File: config.mk
export PLATFORM = sky130hd
export DESIGN_NAME = ultrasonic_range_meas
export DESIGN_NICKNAME = d
export VERILOG_FILES = /design/src/rtl/range_meas_pkg.sv /design/src/rtl/echo_sync.sv /design/src/rtl/ultrasonic_range_meas.sv
export SDC_FILE = /design/constraint.sdc
export NUM_CORES = 1
export LEC_CHECK = 0
export BUFFER_PORTS_ARGS = -buffer_cell sky130_fd_sc_hd__buf_2
export CAP_MARGIN = 15
export CORE_UTILIZATION = 30
export DETAILED_ROUTE_END_ITERATION = 16
export SLEW_MARGIN = 30
export SYNTH_ARGS = -nofsm -noshare
export SYNTH_HDL_FRONTEND = slang
export SYNTH_SLANG_ARGS = --single-unit
File: constraint.sdc
create_clock -name i_clk -period 3.5 [get_ports i_clk]
set_input_delay 0.175 -clock i_clk [delete_from_list [all_inputs] [get_ports i_clk]]
set_output_delay 0.175 -clock i_clk [all_outputs]
set_load 0.01 [all_outputs]
File: src/rtl/range_meas_pkg.sv
// Shared types and cycle-count helpers for the ultrasonic range front end.
package range_meas_pkg;

  typedef enum logic [2:0] {
    IDLE,
    TRIG,
    WAIT_RISE,
    MEASURE,
    HOLDOFF
  } meas_state_t;

  // Widened to 64 bits because clk_hz * us overflows 32 bits at 50 MHz.
  function automatic int unsigned us_to_cyc(input longint unsigned clk_hz,
                                            input longint unsigned us);
    return 32'(clk_hz * us / 64'd1_000_000);
  endfunction

  function automatic int unsigned ms_to_cyc(input longint unsigned clk_hz,
                                            input longint unsigned ms);
    return 32'(clk_hz * ms / 64'd1_000);
  endfunction

  function automatic int cnt_w(input int unsigned n);
    return (n > 1) ? $clog2(n) : 1;
  endfunction

  // All-ones range word, reported when no echo was measured.
  function automatic int unsigned range_max(input int unsigned w);
    return (32'd1 << w) - 32'd1;
  endfunction

endpackage

File: src/rtl/echo_sync.sv
// Two-flop synchroniser for the asynchronous echo line, with rise/fall strobes.
module echo_sync
  import range_meas_pkg::*;
(
  input  logic clk,
  input  logic rst,
  input  logic echo,
  output logic rise,
  output logic fall
);

  logic meta;
  logic sync;
  logic sync_d;

  always_ff @(posedge clk) begin
    if (rst) begin
      meta   <= 1'b0;
      sync   <= 1'b0;
      sync_d <= 1'b0;
    end else begin
      meta   <= echo;
      sync   <= meta;
      sync_d <= sync;
    end
  end

  assign rise = sync & ~sync_d;
  assign fall = ~sync & sync_d;

endmodule

File: src/rtl/ultrasonic_range_meas.sv
// HC-SR04 style driver: triggers the sensor, times the echo and publishes range in cm.
module ultrasonic_range_meas
  import range_meas_pkg::*;
#(
  parameter int unsigned CLK_HZ     = 50_000_000,
  parameter int unsigned TRIG_US    = 10,
  parameter int unsigned PERIOD_MS  = 60,
  parameter int unsigned TIMEOUT_US = 38000,
  parameter int unsigned US_PER_CM  = 58,
  parameter int unsigned RANGE_W    = 10
) (
  input  logic               i_clk,
  input  logic               i_rst,
  input  logic               i_en,
  input  logic               i_echo,
  output logic               o_trig,
  output logic [RANGE_W-1:0] o_range,
  output logic               o_valid,
  output logic               o_timeout,
  output logic               o_busy
);

  localparam int unsigned TRIG_CYC    = us_to_cyc(64'(CLK_HZ), 64'(TRIG_US));
  localparam int unsigned PERIOD_CYC  = ms_to_cyc(64'(CLK_HZ), 64'(PERIOD_MS));
  localparam int unsigned TIMEOUT_CYC = us_to_cyc(64'(CLK_HZ), 64'(TIMEOUT_US));
  localparam int unsigned CM_CYC      = us_to_cyc(64'(CLK_HZ), 64'(US_PER_CM));

  localparam int PERIOD_W = cnt_w(PERIOD_CYC);
  localparam int TO_W     = cnt_w(TIMEOUT_CYC);
  localparam int PRE_W    = cnt_w(CM_CYC);

  localparam logic [PERIOD_W-1:0] TRIG_LAST   = PERIOD_W'(TRIG_CYC - 1);
  localparam logic [PERIOD_W-1:0] PERIOD_LAST = PERIOD_W'(PERIOD_CYC - 1);
  localparam logic [TO_W-1:0]     TO_LAST     = TO_W'(TIMEOUT_CYC - 1);
  localparam logic [PRE_W-1:0]    PRE_LAST    = PRE_W'(CM_CYC - 1);
  localparam logic [RANGE_W-1:0]  RANGE_TOP   = RANGE_W'(range_max(RANGE_W));

  meas_state_t state;
  meas_state_t state_next;

  logic [PERIOD_W-1:0] period_cnt;
  logic [TO_W-1:0]     to_cnt;
  logic [PRE_W-1:0]    pre_cnt;
  logic [RANGE_W-1:0]  cm_cnt;
  logic [RANGE_W-1:0]  cm_next;
  logic                pre_wrap;
  logic                to_expired;
  logic                finish_ok;
  logic                finish_timeout;
  logic                echo_rise;
  logic                echo_fall;

  echo_sync u_echo_sync (
    .clk  (i_clk),
    .rst  (i_rst),
    .echo (i_echo),
    .rise (echo_rise),
    .fall (echo_fall)
  );

  // cm_next includes this cycle's wrap so an echo of exactly k*CM_CYC reads as k cm.
  assign pre_wrap   = (pre_cnt == PRE_LAST);
  assign to_expired = (to_cnt >= TO_LAST);
  assign cm_next    = (pre_wrap && cm_cnt != RANGE_TOP) ? cm_cnt + 1'b1 : cm_cnt;

  always_ff @(posedge i_clk) begin
    if (i_rst) state <= IDLE;
    else       state <= state_next;
  end

  always_comb begin
    state_next     = state;
    finish_ok      = 1'b0;
    finish_timeout = 1'b0;
    unique case (state)
      IDLE:      if (i_en) state_next = TRIG;
      TRIG:      if (period_cnt == TRIG_LAST) state_next = WAIT_RISE;
      WAIT_RISE: begin
        if (echo_rise) begin
          state_next = MEASURE;
        end else if (to_expired) begin
          finish_timeout = 1'b1;
          state_next     = HOLDOFF;
        end
      end
      MEASURE: begin
        if (echo_fall) begin
          finish_ok  = 1'b1;
          state_next = HOLDOFF;
        end else if (to_expired) begin
          finish_timeout = 1'b1;
          state_next     = HOLDOFF;
        end
      end
      HOLDOFF:   if (period_cnt == PERIOD_LAST) state_next = i_en ? TRIG : IDLE;
      default:   state_next = IDLE;
    endcase
  end

  always_ff @(posedge i_clk) begin
    if (i_rst) begin
      period_cnt <= '0;
      to_cnt     <= '0;
      pre_cnt    <= '0;
      cm_cnt     <= '0;
      o_trig     <= 1'b0;
      o_range    <= '0;
      o_valid    <= 1'b0;
      o_timeout  <= 1'b0;
      o_busy     <= 1'b0;
    end else begin
      o_trig    <= (state_next == TRIG);
      o_busy    <= (state_next != IDLE);
      o_valid   <= finish_ok | finish_timeout;
      o_timeout <= finish_timeout;
      if (finish_ok)           o_range <= cm_next;
      else if (finish_timeout) o_range <= RANGE_TOP;

      // period_cnt spans trigger entry to trigger entry; it also times the trigger pulse.
      if (state_next == TRIG && state != TRIG) period_cnt <= '0;
      else if (state != IDLE && period_cnt != PERIOD_LAST) period_cnt <= period_cnt + 1'b1;

      if (state == TRIG && state_next == WAIT_RISE) to_cnt <= '0;
      else if ((state == WAIT_RISE || state == MEASURE) && !to_expired) to_cnt <= to_cnt + 1'b1;

      if (state == WAIT_RISE && echo_rise) begin
        pre_cnt <= '0;
        cm_cnt  <= '0;
      end else if (state == MEASURE) begin
        pre_cnt <= pre_wrap ? '0 : pre_cnt + 1'b1;
        cm_cnt  <= cm_next;
      end
    end
  end

endmodule

After elaboration in Yosys (flattened, before gate mapping)
Cells that the tools add are included.
Cells by class
  muxes and demuxes: 18
  add/sub/neg operators: 4
  order comparisons: 1
  div/mod/pow operators: 0
  reductions and logical operators: 15
  eq/ne operators: 12
  bitwise logic cells: 5
  shift-type cells: 0
  multiply operators: 0
Operators with widths (count)
  two-way mux 10 bit: 3
  adder 22 x 1 -> 22 bit, second input constant: 1
  equality test 22 bit, second input constant: 1
  equality test 22 x 9 -> 1 bit, second input constant: 1
  != test 22 bit, second input constant: 1
  adder 21 x 1 -> 21 bit, second input constant: 1
  >= comparator 21 bit, second input constant: 1
  two-way mux 3 bit: 6
  one-hot mux 3 bit (5 select lines): 1
  adder 12 x 1 -> 12 bit, second input constant: 1
  equality test 12 bit, second input constant: 1
  two-way mux 12 bit: 1
  adder 10 x 1 -> 10 bit, second input constant: 1
  != test 10 bit, second input constant: 1
  equality test 3 x 2 -> 1 bit, second input constant: 3
  equality test 3 x 1 -> 1 bit, second input constant: 2
  logical AND 1 bit: 6
  two-way mux 1 bit: 6
  nonzero test 3 bit: 2
  OR reduction 2 bit: 3
  equality test 3 bit, second input constant: 1
  logical NOT 3 bit: 1
  != test 3 x 1 -> 1 bit, second input constant: 1
  AND 1 bit: 2
  other kinds (6): 7
Word-level totals
  ROM bits: 0
  register bits after elaboration: 85
  latch bits: 0
  output and inout port bits: 14
  logic and storage cells: 68
  memory bits (writable): 0
  input bits: 4
  memories kept: 0

Logic depth before layout (Yosys ltp)
Gate-level depths: netlist of run 1.
  depth after elaboration: 7
  mapped depth: 8
  mapped depth without buffers: 6

Modules after synthesis
Synthesis of run 1 repeated with hierarchy kept, for this count alone.
Unflattened totals
  cell total of the unflattened synthesis: 497
  area, all modules: 4091.4 um^2
Modules (own cells, without submodules)
  ultrasonic_range_meas: seq. area each 1641.6 um^2, cells each 489, area an instance 4000.1 um^2, times used 1
  echo_sync: seq. area each 60.1 um^2, cells each 8, area an instance 91.3 um^2, times used 1

Least setup slack after synthesis of run 1
Ideal clock, no wire load.
  path kind: register to register
  from: register pre_cnt[2]
  to: register cm_cnt[9]
  required time: 3384 ps
  cell stages (with the launch flop): 6
  arrival time: 2103 ps
  setup time: 116 ps
  period minus slack after synthesis: 2219 ps
  slack: 1281 ps
  buffers on the path: 0
  cells stage by stage: dfxtp_1 > or4b_1 > or4_4 > nor4b_4 > a311oi_1 > a41o_1
Between the ends
  word-level cells in the longest chain between the ends: 3
Ends and longest elaborated chain
  start: declaration: RTL line ultrasonic_range_meas.sv:43  | logic [PRE_W-1:0] pre_cnt;
  start signal: assignment: RTL line ultrasonic_range_meas.sv:130  | pre_cnt <= pre_wrap ? '0 : pre_cnt + 1'b1;
  equality test 12 bit: RTL line ultrasonic_range_meas.sv:62  | assign pre_wrap = (pre_cnt == PRE_LAST);
  logical AND 1 bit: RTL line ultrasonic_range_meas.sv:64  | assign cm_next = (pre_wrap && cm_cnt != RANGE_TOP) ? cm_cnt + 1'b1 : cm_cnt;
  two-way mux 10 bit: RTL line ultrasonic_range_meas.sv:64
  end signal: assignment: RTL line ultrasonic_range_meas.sv:131  | cm_cnt <= cm_next;
  end: declaration: RTL line ultrasonic_range_meas.sv:44  | logic [RANGE_W-1:0] cm_cnt;
Every way passes these cells.
A chain may end at the register's enable or synchronous reset.

Final worst setup path of run 1
  from: register to_cnt[0]
  to: register o_busy
Between the ends
  word-level cells in the longest chain between the ends: 5
  elaborated cells on any way between the ends: 6
  classes of those cells: order compare: 1; mux: 4; reduce/logical: 1
Ends and longest elaborated chain
  start: declaration: RTL line ultrasonic_range_meas.sv:42  | logic [TO_W-1:0] to_cnt;
  start signal: assignment: RTL line ultrasonic_range_meas.sv:124  | else if ((state == WAIT_RISE || state == MEASURE) && !to_expired) to_cnt <= to_cnt + 1'b1;
  >= comparator 21 bit (*): RTL line ultrasonic_range_meas.sv:63  | assign to_expired = (to_cnt >= TO_LAST);
  two-way mux 3 bit (*): RTL line ultrasonic_range_meas.sv:81, ultrasonic_range_meas.sv:90
  two-way mux 3 bit (on tied branches): RTL line ultrasonic_range_meas.sv:87, ultrasonic_range_meas.sv:79
  one-hot mux 3 bit (5 select lines) (*): RTL line ultrasonic_range_meas.sv:75  | unique case (state)
  nonzero test 3 bit (*): RTL line ultrasonic_range_meas.sv:113  | o_busy <= (state_next != IDLE);
  end signal: assignment: RTL line ultrasonic_range_meas.sv:113
  end: declaration: RTL line ultrasonic_range_meas.sv:20  | output logic o_busy
Every way passes the cells marked *; elsewhere a longest branch is shown, timed or not.

==> results of run 1 <==
logic make-up after synthesis:
family,share of synthesized area
mux,0.00704
xor+xnor,0.0513
buf+inv,0.0349
flops,0.399
fa+ha+maj,0.0117
simple gates,0.295
compound gates,0.201
cells in the mapped netlist, types with 2 or more instances:
cell type | n | area (um2)
sky130_fd_sc_hd__nand3_1 | 20 | 100
sky130_fd_sc_hd__a21bo_2 | 2 | 20.0
sky130_fd_sc_hd__ha_1 | 4 | 50.1
sky130_fd_sc_hd__xnor2_1 | 14 | 123
sky130_fd_sc_hd__a31o_2 | 3 | 26.3
sky130_fd_sc_hd__clkbuf_1 | 24 | 90.1
sky130_fd_sc_hd__a31oi_1 | 4 | 25.0
sky130_fd_sc_hd__a211oi_1 | 13 | 97.6
sky130_fd_sc_hd__nor3_1 | 12 | 60.1
sky130_fd_sc_hd__o41ai_1 | 2 | 17.5
sky130_fd_sc_hd__a41o_1 | 2 | 20.0
sky130_fd_sc_hd__nor4_1 | 6 | 37.5
sky130_fd_sc_hd__and4_1 | 3 | 26.3
sky130_fd_sc_hd__nor2b_1 | 6 | 37.5
sky130_fd_sc_hd__nor3b_1 | 2 | 15.0
sky130_fd_sc_hd__nor2_1 | 38 | 143
sky130_fd_sc_hd__and2_1 | 5 | 31.3
sky130_fd_sc_hd__a21oi_1 | 52 | 260
sky130_fd_sc_hd__and3_1 | 10 | 62.6
sky130_fd_sc_hd__nand4_1 | 18 | 113
sky130_fd_sc_hd__a311oi_1 | 3 | 26.3
sky130_fd_sc_hd__or3b_2 | 3 | 26.3
sky130_fd_sc_hd__or4_1 | 28 | 210
sky130_fd_sc_hd__nand4b_1 | 3 | 26.3
sky130_fd_sc_hd__buf_2 | 5 | 25.0
sky130_fd_sc_hd__inv_1 | 8 | 30.0
sky130_fd_sc_hd__a21o_1 | 3 | 22.5
sky130_fd_sc_hd__or2_2 | 2 | 12.5
sky130_fd_sc_hd__mux2i_1 | 3 | 30.0
sky130_fd_sc_hd__o21ai_0 | 11 | 55.1
sky130_fd_sc_hd__or4b_2 | 2 | 20.0
sky130_fd_sc_hd__xor2_1 | 11 | 96.3
sky130_fd_sc_hd__o31ai_1 | 26 | 195
sky130_fd_sc_hd__nand3b_1 | 3 | 22.5
sky130_fd_sc_hd__or4b_1 | 2 | 20.0
sky130_fd_sc_hd__nand2_1 | 33 | 124
sky130_fd_sc_hd__dfxtp_1 | 85 | 1700
sky130_fd_sc_hd__or3_1 | 13 | 81.3
routing by layer:
layer / global-route usage / wire length [um] / up-vias
met2: 0.210 / 4290 / 58
met3: 0.0254 / 275 / 12
met4: 0.0556 / 153 / 0
li1: - / - / 1910
met5: 0 / 0 / -
met1: 0.191 / 4950 / 1803
worst reg2reg max path: cells and delay by family, from the launching register on:
family / cells / cell delay [ps]
compound gates: 5 / 1730
flops: 1 / 400
fa+ha+maj: 1 / 330
area by class of cell:
class,instances,area share
Clock buffer,10,0.0501
Timing Repair Buffer,20,0.0226
Multi-Input combinational cell,380,0.509
Clock inverter,6,0.00813
Sequential cell,85,0.357
Inverter,8,0.00630
Tap cell,180,0.0472
worst max path at each step:
stage                              start       endpoint  slack, ps  cells past startpoint
final                          to_cnt[0]         o_busy        890                      6
after detailed placement       to_cnt[0]     to_cnt[18]        930                      6
after CTS                      to_cnt[0]     to_cnt[18]        920                      6
after global routing       period_cnt[0]  period_cnt[0]        650                      6
after global placement    period_cnt[12]         o_busy        990                      5
after floorplan               pre_cnt[2]      cm_cnt[9]       1280                      5
cells in the final DEF (no fill, tap or decap), drive strengths merged, types with 11 or more instances in the layout:
cell    count
a211oi     14
a21oi      52
or3        13
nand2      33
dfxtp      85
nand3      20
o31ai      26
xnor2      14
buf        20
nand4      18
xor2       11
o21ai      11
or4        29
nor3       13
nor2       38
flip-flops by register name, summed over array words and instances, names as in the netlist, 3 cells and up:
register / count
cm_cnt: 10
pre_cnt: 12
period_cnt: 22
to_cnt: 21
o_range: 10
state: 3
power breakdown:
group          internal [mW]  switching, mW  total, mW
clock                  0.497          0.392      0.889
combinational         0.0163         0.0449     0.0612
sequential             0.974        0.00547      0.979
==> run_summary.xml, run 1 <==
<?xml version="1.0" encoding="UTF-8"?>
<metrics>
  <group name="status">
    <metric name="run_status" unit="">complete, no violations</metric>
  </group>
  <group name="floorplan">
    <metric name="placeableCoreArea" unit="um2">13900</metric>
    <metric name="top_level_ports" unit="">18</metric>
    <metric name="die_area" unit="um2">14700</metric>
    <metric name="floorplan.initialDensity" unit="">0.307</metric>
    <metric name="std_cell_rows" unit="">43</metric>
    <metric name="die_height" unit="um">121</metric>
    <metric name="chipWidth" unit="um">121</metric>
  </group>
  <group name="global_route">
    <metric name="grt_first_pass_wirelength" unit="um">16400</metric>
    <metric name="pin_count_of_the_biggest_net_entering_global_routing" unit="">33</metric>
    <metric name="grt.total_usage" unit="">0.138</metric>
    <metric name="globalRoute.totalOverflow" unit="">0</metric>
    <metric name="antenna_found_initial" unit="">0</metric>
    <metric name="first_global_vias" unit="">3445</metric>
  </group>
  <group name="drt">
    <metric name="route.antenna.remaining_nets" unit="">0</metric>
    <metric name="viasPerCell" unit="">5.49</metric>
    <metric name="drt-initial-drc-count" unit="">336</metric>
    <metric name="drt-total-wl" unit="um">9670</metric>
    <metric name="vias" unit="">3783</metric>
    <metric name="wire_per_inst" unit="um">14.0</metric>
    <metric name="route.detailed.drc" unit="">0</metric>
    <metric name="firstDrtPassIters" unit="">5</metric>
  </group>
  <group name="clock_tree">
    <metric name="cts_inserted_buffers" unit="">9</metric>
    <metric name="postCtsHoldBufs" unit="">0</metric>
    <metric name="post_cts_resized" unit="">0</metric>
    <metric name="post_cts_buffers" unit="">0</metric>
    <metric name="numClockSinks" unit="">85</metric>
    <metric name="maximum_root_to_sink_buffer_count" unit="">2</metric>
    <metric name="cts.reportedPaths.clkPinSlew" unit="ps">60</metric>
    <metric name="h-tree-depth" unit="">3</metric>
    <metric name="clk_root_buffer_cell" unit="">sky130_fd_sc_hd__clkbuf_16</metric>
    <metric name="clk-insertion-delay-late" unit="ps">350</metric>
    <metric name="cts_tree" unit="">built</metric>
  </group>
  <group name="final_layout">
    <metric name="layout-area-overhead-vs-synth" unit="%">11.8</metric>
    <metric name="number_of_non_filler_instances_in_the_completed_layout" unit="">689</metric>
    <metric name="final_area" unit="um2">4770</metric>
    <metric name="multi_input_comb_area" unit="um2">2430</metric>
    <metric name="num-fill-cells" unit="">1425</metric>
    <metric name="layout.core_utilization" unit="">0.344</metric>
    <metric name="insertedDiodeCount" unit="">0</metric>
    <metric name="post_route_cells_drive_above_1_share" unit="">0.110</metric>
    <metric name="nNetsFinal" unit="">512</metric>
    <metric name="register_area" unit="um2">1700</metric>
  </group>
  <group name="worst_setup_path">
    <metric name="critical_path.top_delay_family" unit="">compound AO/OA/AOI/OAI gates</metric>
    <metric name="worstPathArrival" unit="ps">2800</metric>
    <metric name="regToRegSetupSlack" unit="ps">890</metric>
    <metric name="crit-reg2reg-launch" unit="">to_cnt[0]</metric>
    <metric name="critical_path_buf_inv_count" unit="">0</metric>
    <metric name="worst_ep_required_time" unit="ps">3690</metric>
    <metric name="worstReg2RegEnd" unit="">o_busy</metric>
    <metric name="critPathSlowestCell" unit="">sky130_fd_sc_hd__a2111oi_0</metric>
    <metric name="r2r.worst_path.cells" unit="">6</metric>
    <metric name="crit_path_cell_trace" unit="">ha_1 -&gt; a211oi_1 -&gt; o31ai_1 -&gt; a311oi_1 -&gt; a2111oi_0 -&gt; a31oi_1</metric>
    <metric name="crit_path_end_kind" unit="">flop</metric>
    <metric name="critPathKind" unit="">flop to flop</metric>
    <metric name="critical_path_peak_fanout" unit="">7</metric>
    <metric name="peak_per_stage_delay_on_the_critical_path" unit="ps">800</metric>
    <metric name="worstSetupStartpointType" unit="">flop</metric>
  </group>
  <group name="timing">
    <metric name="rsz0062_at_grt" unit="">no</metric>
    <metric name="slew_headroom" unit="">0.394</metric>
    <metric name="max_clock_freq" unit="GHz">0.383</metric>
    <metric name="layout_setup_ws" unit="ps">891</metric>
    <metric name="final.period_utilization" unit="">0.745</metric>
    <metric name="final_setup_vio_count" unit="">0</metric>
    <metric name="maxSlewViolCount" unit="">0</metric>
    <metric name="tns" unit="ps">0</metric>
    <metric name="tmin_final" unit="ps">2610</metric>
    <metric name="clock_skew" unit="ps">8.37</metric>
    <metric name="number_of_hold_violations_in_the_final_report" unit="">0</metric>
    <metric name="tightestPinTransition" unit="ps">887</metric>
    <metric name="fin_worst_hold_slack" unit="ps">108</metric>
  </group>
  <group name="logic_synthesis">
    <metric name="synthesis.instances" unit="">503</metric>
    <metric name="synth-edff-count" unit="">0</metric>
    <metric name="syn_avg_cell_area" unit="um2">8.48</metric>
    <metric name="synth_seq_area_share" unit="">0.399</metric>
    <metric name="ys_dominant_reg_cell" unit="">sky130_fd_sc_hd__dfxtp_1</metric>
    <metric name="synth.distinct_cells" unit="">57</metric>
    <metric name="yosys_warnings" unit="">0</metric>
    <metric name="synth-seq-cells" unit="">85</metric>
    <metric name="netlist_area" unit="um2">4270</metric>
    <metric name="total_nets_after_synthesis" unit="">511</metric>
    <metric name="synth_async_sr_flop_share" unit="">0</metric>
  </group>
  <group name="power">
    <metric name="leakage" unit="nW">1.44</metric>
    <metric name="ir_worst_vdd" unit="uV">270</metric>
    <metric name="total_power" unit="mW">1.93</metric>
    <metric name="power_density" unit="nW/um2">405</metric>
  </group>
  <group name="placement">
    <metric name="port-buffer-count" unit="">17</metric>
    <metric name="gp_congestion" unit="">0.832</metric>
    <metric name="numPlacedInstances" unit="">673</metric>
    <metric name="post-place-ws" unit="ps">934</metric>
    <metric name="hpwlAfterDp" unit="um">6580</metric>
    <metric name="dpl_cell_area" unit="um2">4480</metric>
  </group>
  <group name="hold_path">
    <metric name="hold_path_stages" unit="">2</metric>
    <metric name="worst_hold_startpoint" unit="">i_echo</metric>
    <metric name="min_to" unit="">u_echo_sync.meta</metric>
    <metric name="worstHoldPathType" unit="">input port to flop</metric>
  </group>
  <group name="flow_run">
    <metric name="max_cap_violations" unit="">0</metric>
  </group>
</metrics>
No activity file was read; power rests on OpenSTA's default activity.
==> run 2, diff against run 1 <==
- ABC_AREA: not set -> 1
- clock period: 3.5 -> 2.2 ns (I/O delays scaled with it)
==> run 2 against run 1 <==
- sequential power up 58%
- core utilization up 0.37 points
- non-clock buffer count increased by 5
- sequential share of layout area fell by 5.2 points
- worst setup slack worse by 620 ps
- global-route usage grew 0.18 points
- synthesized cell count grew 51%
- wire length is 16% higher
- clock skew increased by 1.2 ps
- register-to-register slack lost 620 ps
- fmax rose by 35%
- critical endpoint is now to_cnt[11]
==> run_summary.xml, run 2 <==
<?xml version="1.0" encoding="UTF-8"?>
<metrics>
  <group name="status">
    <metric name="run_status" unit="">complete, no violations</metric>
  </group>
  <group name="hold_path">
    <metric name="worstHoldPathType" unit="">input port to flop</metric>
    <metric name="hold_path_stages" unit="">2</metric>
  </group>
  <group name="timing">
    <metric name="max_clock_freq" unit="GHz">0.518</metric>
    <metric name="tns" unit="ps">0</metric>
    <metric name="tightestPinTransition" unit="ps">485</metric>
    <metric name="final.period_utilization" unit="">0.877</metric>
    <metric name="number_of_hold_violations_in_the_final_report" unit="">0</metric>
    <metric name="tmin_final" unit="ps">1930</metric>
    <metric name="clock_skew" unit="ps">9.61</metric>
    <metric name="final_setup_vio_count" unit="">0</metric>
    <metric name="maxSlewViolCount" unit="">0</metric>
    <metric name="slew_headroom" unit="">0.674</metric>
    <metric name="rsz0062_at_grt" unit="">no</metric>
  </group>
  <group name="worst_setup_path">
    <metric name="r2r.worst_path.cells" unit="">11</metric>
    <metric name="cp_num_cells" unit="">11</metric>
    <metric name="worstSetupStartpointType" unit="">flop</metric>
    <metric name="peak_per_stage_delay_on_the_critical_path" unit="ps">350</metric>
    <metric name="crit_path_cell_trace" unit="">ha_1 -&gt; nand2_1 -&gt; inv_1 -&gt; nand2_1 -&gt; nor2_1 -&gt; a21oi_2 -&gt; nand2_4 -&gt; inv_4 -&gt; nand2_4 -&gt; nand2_1 -&gt; a21oi_2</metric>
    <metric name="worstPathArrival" unit="ps">2150</metric>
    <metric name="critical_path_peak_fanout" unit="">22</metric>
    <metric name="critical_path.top_delay_family" unit="">simple AND/OR/NAND/NOR gates</metric>
    <metric name="worst_ep_required_time" unit="ps">2430</metric>
    <metric name="critPathSlowestCell" unit="">sky130_fd_sc_hd__dfxtp_1</metric>
    <metric name="critical_path_buf_inv_count" unit="">2</metric>
    <metric name="crit_top_cell" unit="">sky130_fd_sc_hd__nand2_1</metric>
    <metric name="crit_path_end_kind" unit="">flop</metric>
    <metric name="critPathKind" unit="">flop to flop</metric>
  </group>
  <group name="global_route">
    <metric name="grt-busiest-layer" unit="">met2</metric>
    <metric name="use_met1" unit="">0.191</metric>
    <metric name="globalRouteMet3Util" unit="">0.0232</metric>
    <metric name="pin_count_of_the_biggest_net_entering_global_routing" unit="">26</metric>
    <metric name="grt_first_pass_wirelength" unit="um">18900</metric>
    <metric name="grt_util_met2" unit="">0.215</metric>
    <metric name="globalRoute.totalOverflow" unit="">0</metric>
    <metric name="antenna_found_initial" unit="">0</metric>
    <metric name="first_global_vias" unit="">3935</metric>
    <metric name="grt.total_usage" unit="">0.140</metric>
  </group>
  <group name="final_layout">
    <metric name="regMostFlops" unit="">period_cnt</metric>
    <metric name="flip_flop_count_of_the_largest_register_all_copies_and_words_added" unit="">22</metric>
    <metric name="layout.core_utilization" unit="">0.347</metric>
    <metric name="layout-area-overhead-vs-synth" unit="%">12.0</metric>
    <metric name="num-fill-cells" unit="">1726</metric>
    <metric name="reg.largest.list" unit="">period_cnt: 22 flops, to_cnt: 21 flops, pre_cnt: 12 flops</metric>
    <metric name="nNetsFinal" unit="">783</metric>
    <metric name="layout_commonest_cell" unit="">sky130_fd_sc_hd__nand2_1</metric>
    <metric name="multi_input_comb_area" unit="um2">2790</metric>
    <metric name="register_area" unit="um2">1700</metric>
    <metric name="post_route_cells_drive_above_1_share" unit="">0.0949</metric>
    <metric name="final_cell_mix" unit="">193 x sky130_fd_sc_hd__nand2_1, 102 x sky130_fd_sc_hd__nor2_1, 86 x sky130_fd_sc_hd__inv_1</metric>
    <metric name="insertedDiodeCount" unit="">0</metric>
  </group>
  <group name="drt">
    <metric name="wire_per_inst" unit="um">11.3</metric>
    <metric name="viasPerCell" unit="">4.53</metric>
    <metric name="firstDrtPassIters" unit="">4</metric>
    <metric name="drt-initial-drc-count" unit="">274</metric>
    <metric name="drt-total-wl" unit="um">11300</metric>
    <metric name="route.antenna.remaining_nets" unit="">0</metric>
    <metric name="route.detailed.drc" unit="">0</metric>
    <metric name="vias" unit="">4512</metric>
  </group>
  <group name="clock_tree">
    <metric name="maximum_root_to_sink_buffer_count" unit="">2</metric>
    <metric name="cts.reportedPaths.clkPinSlew" unit="ps">70</metric>
    <metric name="clk-insertion-delay-late" unit="ps">350</metric>
    <metric name="h-tree-depth" unit="">3</metric>
    <metric name="cts_tree" unit="">built</metric>
    <metric name="numClockSinks" unit="">85</metric>
    <metric name="cts_inserted_buffers" unit="">9</metric>
    <metric name="clk_root_buffer_cell" unit="">sky130_fd_sc_hd__clkbuf_16</metric>
  </group>
  <group name="logic_synthesis">
    <metric name="synth_most_common_cell" unit="">sky130_fd_sc_hd__nand2_1</metric>
    <metric name="syn_avg_cell_area" unit="um2">6.54</metric>
    <metric name="ys_top_cells_by_area" unit="">sky130_fd_sc_hd__dfxtp_1 34%, sky130_fd_sc_hd__nand2_1 15%, sky130_fd_sc_hd__nor2_1 7.7%</metric>
    <metric name="synth-edff-count" unit="">0</metric>
    <metric name="total_nets_after_synthesis" unit="">769</metric>
    <metric name="yosys.area.top_type_share" unit="">0.342</metric>
    <metric name="synthesis.instances" unit="">761</metric>
    <metric name="synth.distinct_cells" unit="">35</metric>
    <metric name="ys_dominant_reg_cell" unit="">sky130_fd_sc_hd__dfxtp_1</metric>
    <metric name="netlist_area" unit="um2">4980</metric>
    <metric name="synth_async_sr_flop_share" unit="">0</metric>
    <metric name="synth.top_cells.by_count" unit="">193 x sky130_fd_sc_hd__nand2_1, 102 x sky130_fd_sc_hd__nor2_1, 86 x sky130_fd_sc_hd__inv_1</metric>
    <metric name="yosys_warnings" unit="">0</metric>
    <metric name="synth_seq_area_share" unit="">0.342</metric>
    <metric name="synth-seq-cells" unit="">85</metric>
    <metric name="yosys.area.top_type" unit="">sky130_fd_sc_hd__dfxtp_1</metric>
  </group>
  <group name="power">
    <metric name="p_comb_frac" unit="">0.035</metric>
    <metric name="ir_worst_vdd" unit="uV">394</metric>
    <metric name="p_switching" unit="mW">0.778</metric>
    <metric name="power_frac_seq" unit="">0.472</metric>
    <metric name="internal_power" unit="mW">2.51</metric>
    <metric name="power.switching_fraction" unit="">0.237</metric>
    <metric name="power_density" unit="nW/um2">590</metric>
    <metric name="leakage" unit="nW">2.17</metric>
    <metric name="clockPowerShare" unit="">0.492</metric>
  </group>
  <group name="floorplan">
    <metric name="top_level_ports" unit="">18</metric>
    <metric name="placeableCoreArea" unit="um2">16100</metric>
    <metric name="floorplan.initialDensity" unit="">0.310</metric>
    <metric name="std_cell_rows" unit="">46</metric>
    <metric name="chipWidth" unit="um">131</metric>
    <metric name="die_area" unit="um2">17100</metric>
    <metric name="die_height" unit="um">131</metric>
  </group>
  <group name="placement">
    <metric name="gp_congestion" unit="">0.890</metric>
    <metric name="port-buffer-count" unit="">17</metric>
    <metric name="hpwlAfterDp" unit="um">8190</metric>
  </group>
  <group name="flow_run">
    <metric name="max_cap_violations" unit="">0</metric>
  </group>
</metrics>
run 2: cell types whose count changed after synthesis, moves of 15 or more:
cell,previous run,this run
sky130_fd_sc_hd__clkbuf_1,24,1
sky130_fd_sc_hd__inv_1,8,86
sky130_fd_sc_hd__nand2_1,33,193
sky130_fd_sc_hd__nand3_1,20,60
sky130_fd_sc_hd__nor2_1,38,102
sky130_fd_sc_hd__o31ai_1,26,0
sky130_fd_sc_hd__or4_1,28,0
sky130_fd_sc_hd__xor2_1,11,26
run 2: final timing paths:
kind	from	to	slack, ps
setup / recovery	to_cnt[0]	to_cnt[11]	270
hold / removal	i_rst	u_echo_sync.sync_d	100
setup reg to reg	to_cnt[0]	to_cnt[11]	270
hold reg to reg	u_echo_sync.meta	u_echo_sync.sync	420
run 2: cell families after synthesis:
group | synth area share
xor+xnor | 0.0704
simple gates | 0.376
flops | 0.342
fa+ha+maj | 0.0101
buf+inv | 0.0995
compound gates | 0.103
run 2: stage by stage:
stage	setup WS (ps)	hold WS [ps]	total power, mW	cells	cell area [um2]
finish	271	103	3.29	996	5580
detailed placement	278	316	1.71	979	5250
floorplan	551	217	1.67	761	4980
CTS	254	92.1	3.34	996	5580
global route	33.2	111	3.42	996	5580
global placement	315	319	1.70	979	5250
run 2: routing by layer:
metal / vias up / wire length (um)
li1: 2461 / -
met1: 1994 / 5810
met2: 45 / 4960
met3: 12 / 264
met4: 0 / 215
met5: - / 0
run 2: cell type report:
class                      instances  share of cell area
multi-input combinational        560               0.500
inverter                          94              0.0637
timing repair buffer              25              0.0265
clock inverter                     6              0.0137
tap                              216              0.0485
clock buffer                      10              0.0429
sequential                        85               0.305
run 2: repair_timing:
action / 4_1_cts / 5_1_grt
hold buffers: 1 / 0
hold endpoints to repair: 1 / 0
gates resized for setup: 0 / 0
setup buffers: 0 / 0
run 2: power groups by stage:
stage	registers, mW	logic (mW)	clock network, mW
after global routing	1.55	0.131	1.74
final	1.55	0.116	1.62
after detailed placement	1.59	0.118	0
after CTS	1.55	0.119	1.67
after floorplan	1.59	0.0855	0
after global placement	1.59	0.115	0
==> run 3, diff against run 2 <==
- ABC_AREA: 1 -> not set
==> run 3 against run 2 <==
- register-to-register slack worse by 240 ps
- clock skew hardly changed
- wire length decreased by 2.8%
- final area down 5.0%
- sequential cell count is the same
- worst hold slack gained 93 ps
- cell count is 26% lower
- critical path type unchanged
- largest cell class unchanged
==> run_summary.xml, run 3 (synthesized netlist as in run 1, its figures left out) <==
<?xml version="1.0" encoding="UTF-8"?>
<metrics>
  <group name="placement">
    <metric name="post-place-ws" unit="ps">-45.0</metric>
    <metric name="port-buffer-count" unit="">17</metric>
    <metric name="hpwlAfterDp" unit="um">7500</metric>
    <metric name="gp_congestion" unit="">0.866</metric>
    <metric name="dpl_cell_area" unit="um2">4840</metric>
    <metric name="numPlacedInstances" unit="">716</metric>
  </group>
  <group name="flow_run">
    <metric name="max_cap_violations" unit="">0</metric>
  </group>
  <group name="clock_tree">
    <metric name="cts.reportedPaths.clkPinSlew" unit="ps">60</metric>
    <metric name="clk_root_buffer_cell" unit="">sky130_fd_sc_hd__clkbuf_16</metric>
    <metric name="cts_inserted_buffers" unit="">9</metric>
    <metric name="cts_tree" unit="">built</metric>
    <metric name="clk-insertion-delay-late" unit="ps">340</metric>
    <metric name="h-tree-depth" unit="">3</metric>
    <metric name="numClockSinks" unit="">85</metric>
    <metric name="maximum_root_to_sink_buffer_count" unit="">2</metric>
  </group>
  <group name="status">
    <metric name="run_status" unit="">complete, no violations</metric>
  </group>
  <group name="final_layout">
    <metric name="regMostFlops" unit="">period_cnt</metric>
    <metric name="reg.largest.list" unit="">period_cnt: 22 flops, to_cnt: 21 flops, pre_cnt: 12 flops</metric>
    <metric name="final_cell_mix" unit="">83 x sky130_fd_sc_hd__dfxtp_1, 47 x sky130_fd_sc_hd__a21oi_1, 46 x sky130_fd_sc_hd__buf_4</metric>
    <metric name="number_of_non_filler_instances_in_the_completed_layout" unit="">737</metric>
    <metric name="nNetsFinal" unit="">561</metric>
    <metric name="num-fill-cells" unit="">1401</metric>
    <metric name="layout-area-overhead-vs-synth" unit="%">24.1</metric>
    <metric name="post_route_cells_drive_above_1_share" unit="">0.221</metric>
    <metric name="flip_flop_count_of_the_largest_register_all_copies_and_words_added" unit="">22</metric>
    <metric name="final_area" unit="um2">5300</metric>
    <metric name="layout_commonest_cell" unit="">sky130_fd_sc_hd__dfxtp_1</metric>
    <metric name="layout.core_utilization" unit="">0.381</metric>
    <metric name="insertedDiodeCount" unit="">0</metric>
  </group>
  <group name="timing">
    <metric name="maxSlewViolCount" unit="">0</metric>
    <metric name="tmin_final" unit="ps">2170</metric>
    <metric name="final_setup_vio_count" unit="">0</metric>
    <metric name="clock_skew" unit="ps">9.59</metric>
    <metric name="rsz0062_at_grt" unit="">yes</metric>
    <metric name="final.period_utilization" unit="">0.984</metric>
    <metric name="layout_setup_ws" unit="ps">34.6</metric>
    <metric name="max_clock_freq" unit="GHz">0.462</metric>
    <metric name="tightestPinTransition" unit="ps">614</metric>
    <metric name="slew_headroom" unit="">0.587</metric>
    <metric name="number_of_hold_violations_in_the_final_report" unit="">0</metric>
    <metric name="tns" unit="ps">0</metric>
    <metric name="fin_worst_hold_slack" unit="ps">196</metric>
  </group>
  <group name="power">
    <metric name="p_comb_frac" unit="">0.047</metric>
    <metric name="leakage" unit="nW">1.72</metric>
    <metric name="ir_worst_vdd" unit="uV">265</metric>
    <metric name="power_frac_seq" unit="">0.504</metric>
    <metric name="power.switching_fraction" unit="">0.225</metric>
    <metric name="power_density" unit="nW/um2">584</metric>
    <metric name="internal_power" unit="mW">2.40</metric>
    <metric name="clockPowerShare" unit="">0.449</metric>
    <metric name="total_power" unit="mW">3.09</metric>
    <metric name="p_switching" unit="mW">0.695</metric>
  </group>
  <group name="hold_path">
    <metric name="hold_path_stages" unit="">2</metric>
    <metric name="worst_hold_startpoint" unit="">i_rst</metric>
    <metric name="worstHoldPathType" unit="">input port to flop</metric>
  </group>
  <group name="global_route">
    <metric name="antenna_found_initial" unit="">0</metric>
    <metric name="globalRoute.totalOverflow" unit="">0</metric>
    <metric name="grt.total_usage" unit="">0.151</metric>
    <metric name="grt_first_pass_wirelength" unit="um">18000</metric>
    <metric name="pin_count_of_the_biggest_net_entering_global_routing" unit="">41</metric>
    <metric name="first_global_vias" unit="">3846</metric>
  </group>
  <group name="worst_setup_path">
    <metric name="worstPathArrival" unit="ps">2400</metric>
    <metric name="critical_path.top_delay_family" unit="">simple AND/OR/NAND/NOR gates</metric>
    <metric name="critPathSlowestCell" unit="">sky130_fd_sc_hd__or4b_1</metric>
    <metric name="crit-reg2reg-launch" unit="">pre_cnt[2]</metric>
    <metric name="r2r.worst_path.cells" unit="">6</metric>
    <metric name="worstSetupStartpointType" unit="">flop</metric>
    <metric name="worst_ep_required_time" unit="ps">2430</metric>
    <metric name="peak_per_stage_delay_on_the_critical_path" unit="ps">510</metric>
    <metric name="critPathKind" unit="">flop to flop</metric>
    <metric name="critical_path_buf_inv_count" unit="">1</metric>
    <metric name="cp_num_cells" unit="">6</metric>
    <metric name="critical_path_peak_fanout" unit="">6</metric>
    <metric name="crit_path_cell_trace" unit="">or4b_1 -&gt; or4_4 -&gt; nor4b_4 -&gt; buf_4 -&gt; a311oi_1 -&gt; a41o_1</metric>
    <metric name="crit_path_end_kind" unit="">flop</metric>
    <metric name="startpoint" unit="">pre_cnt[2]</metric>
  </group>
  <group name="drt">
    <metric name="drt-total-wl" unit="um">10900</metric>
    <metric name="drt-initial-drc-count" unit="">179</metric>
    <metric name="viasPerCell" unit="">5.55</metric>
    <metric name="vias" unit="">4093</metric>
    <metric name="wire_per_inst" unit="um">14.8</metric>
    <metric name="firstDrtPassIters" unit="">4</metric>
    <metric name="route.antenna.remaining_nets" unit="">0</metric>
    <metric name="route.detailed.drc" unit="">0</metric>
  </group>
  <group name="floorplan">
    <metric name="floorplan.initialDensity" unit="">0.307</metric>
    <metric name="placeableCoreArea" unit="um2">13900</metric>
    <metric name="chipWidth" unit="um">121</metric>
    <metric name="die_area" unit="um2">14700</metric>
    <metric name="top_level_ports" unit="">18</metric>
    <metric name="die_height" unit="um">121</metric>
    <metric name="std_cell_rows" unit="">43</metric>
  </group>
</metrics>
## run 3: changes by cell type in the layout (fill, tap and decap cells not counted), sizes merged, moves of 14 or more
cell / before / now
nand2: 198 / 33
o31ai: 0 / 26
a211oi: 0 / 14
inv: 95 / 8
xor2: 26 / 11
buf: 24 / 67
or4: 0 / 29
nand3: 63 / 20
nor2: 108 / 38
o21ai: 30 / 11
## run 3: timing repair
action	in CTS	in global routing
resized for setup	2	27
cloned	0	1
hold buffers	1	0
hold endpoints to repair	1	0
setup buffers	1	3
setup endpoints to repair	8	33
pin swaps	2	6
## run 3: layer usage
metal,part of all wire,track usage
met2,0.48,0.249
met3,0.036,0.0258
met4,0.013,0.0502
met1,0.47,0.198
met5,0,0
## run 3: area by class of cell
| type | instances | area (um2) | share of cell area |
|---|---|---|---|
| Sequential cell | 85 | 1700 | 0.322 |
| Clock buffer | 11 | 243 | 0.0458 |
| Multi-Input combinational cell | 380 | 2530 | 0.478 |
| Tap cell | 180 | 225 | 0.0425 |
| Inverter | 8 | 30.0 | 0.00567 |
| Clock inverter | 4 | 25.0 | 0.00473 |
| Timing Repair Buffer | 69 | 537 | 0.101 |
## run 3: worst register-to-register path, delay by kind of cell (launching register included)
| kind | cells | cell delay (ps) |
|---|---|---|
| flip-flops | 1 | 320 |
| AO/OA/AOI/OAI | 2 | 320 |
| buffers and inverters | 1 | 180 |
| AND/OR/NAND/NOR | 3 | 1250 |
## run 3: final timing paths
check	slack, ps	endpoint
max	30	cm_cnt[9]
min	200	state[0]
max reg2reg	30	cm_cnt[9]
min reg2reg	470	u_echo_sync.sync
## run 3: power groups by stage
stage,clock network [mW],logic [mW],registers [mW]
3_5_place_dp,0,0.124,1.59
6_report,1.39,0.145,1.56
2_1_floorplan,0,0.0762,1.59
4_1_cts,1.42,0.126,1.56
3_3_place_gp,0,0.120,1.59
5_1_grt,1.48,0.160,1.56
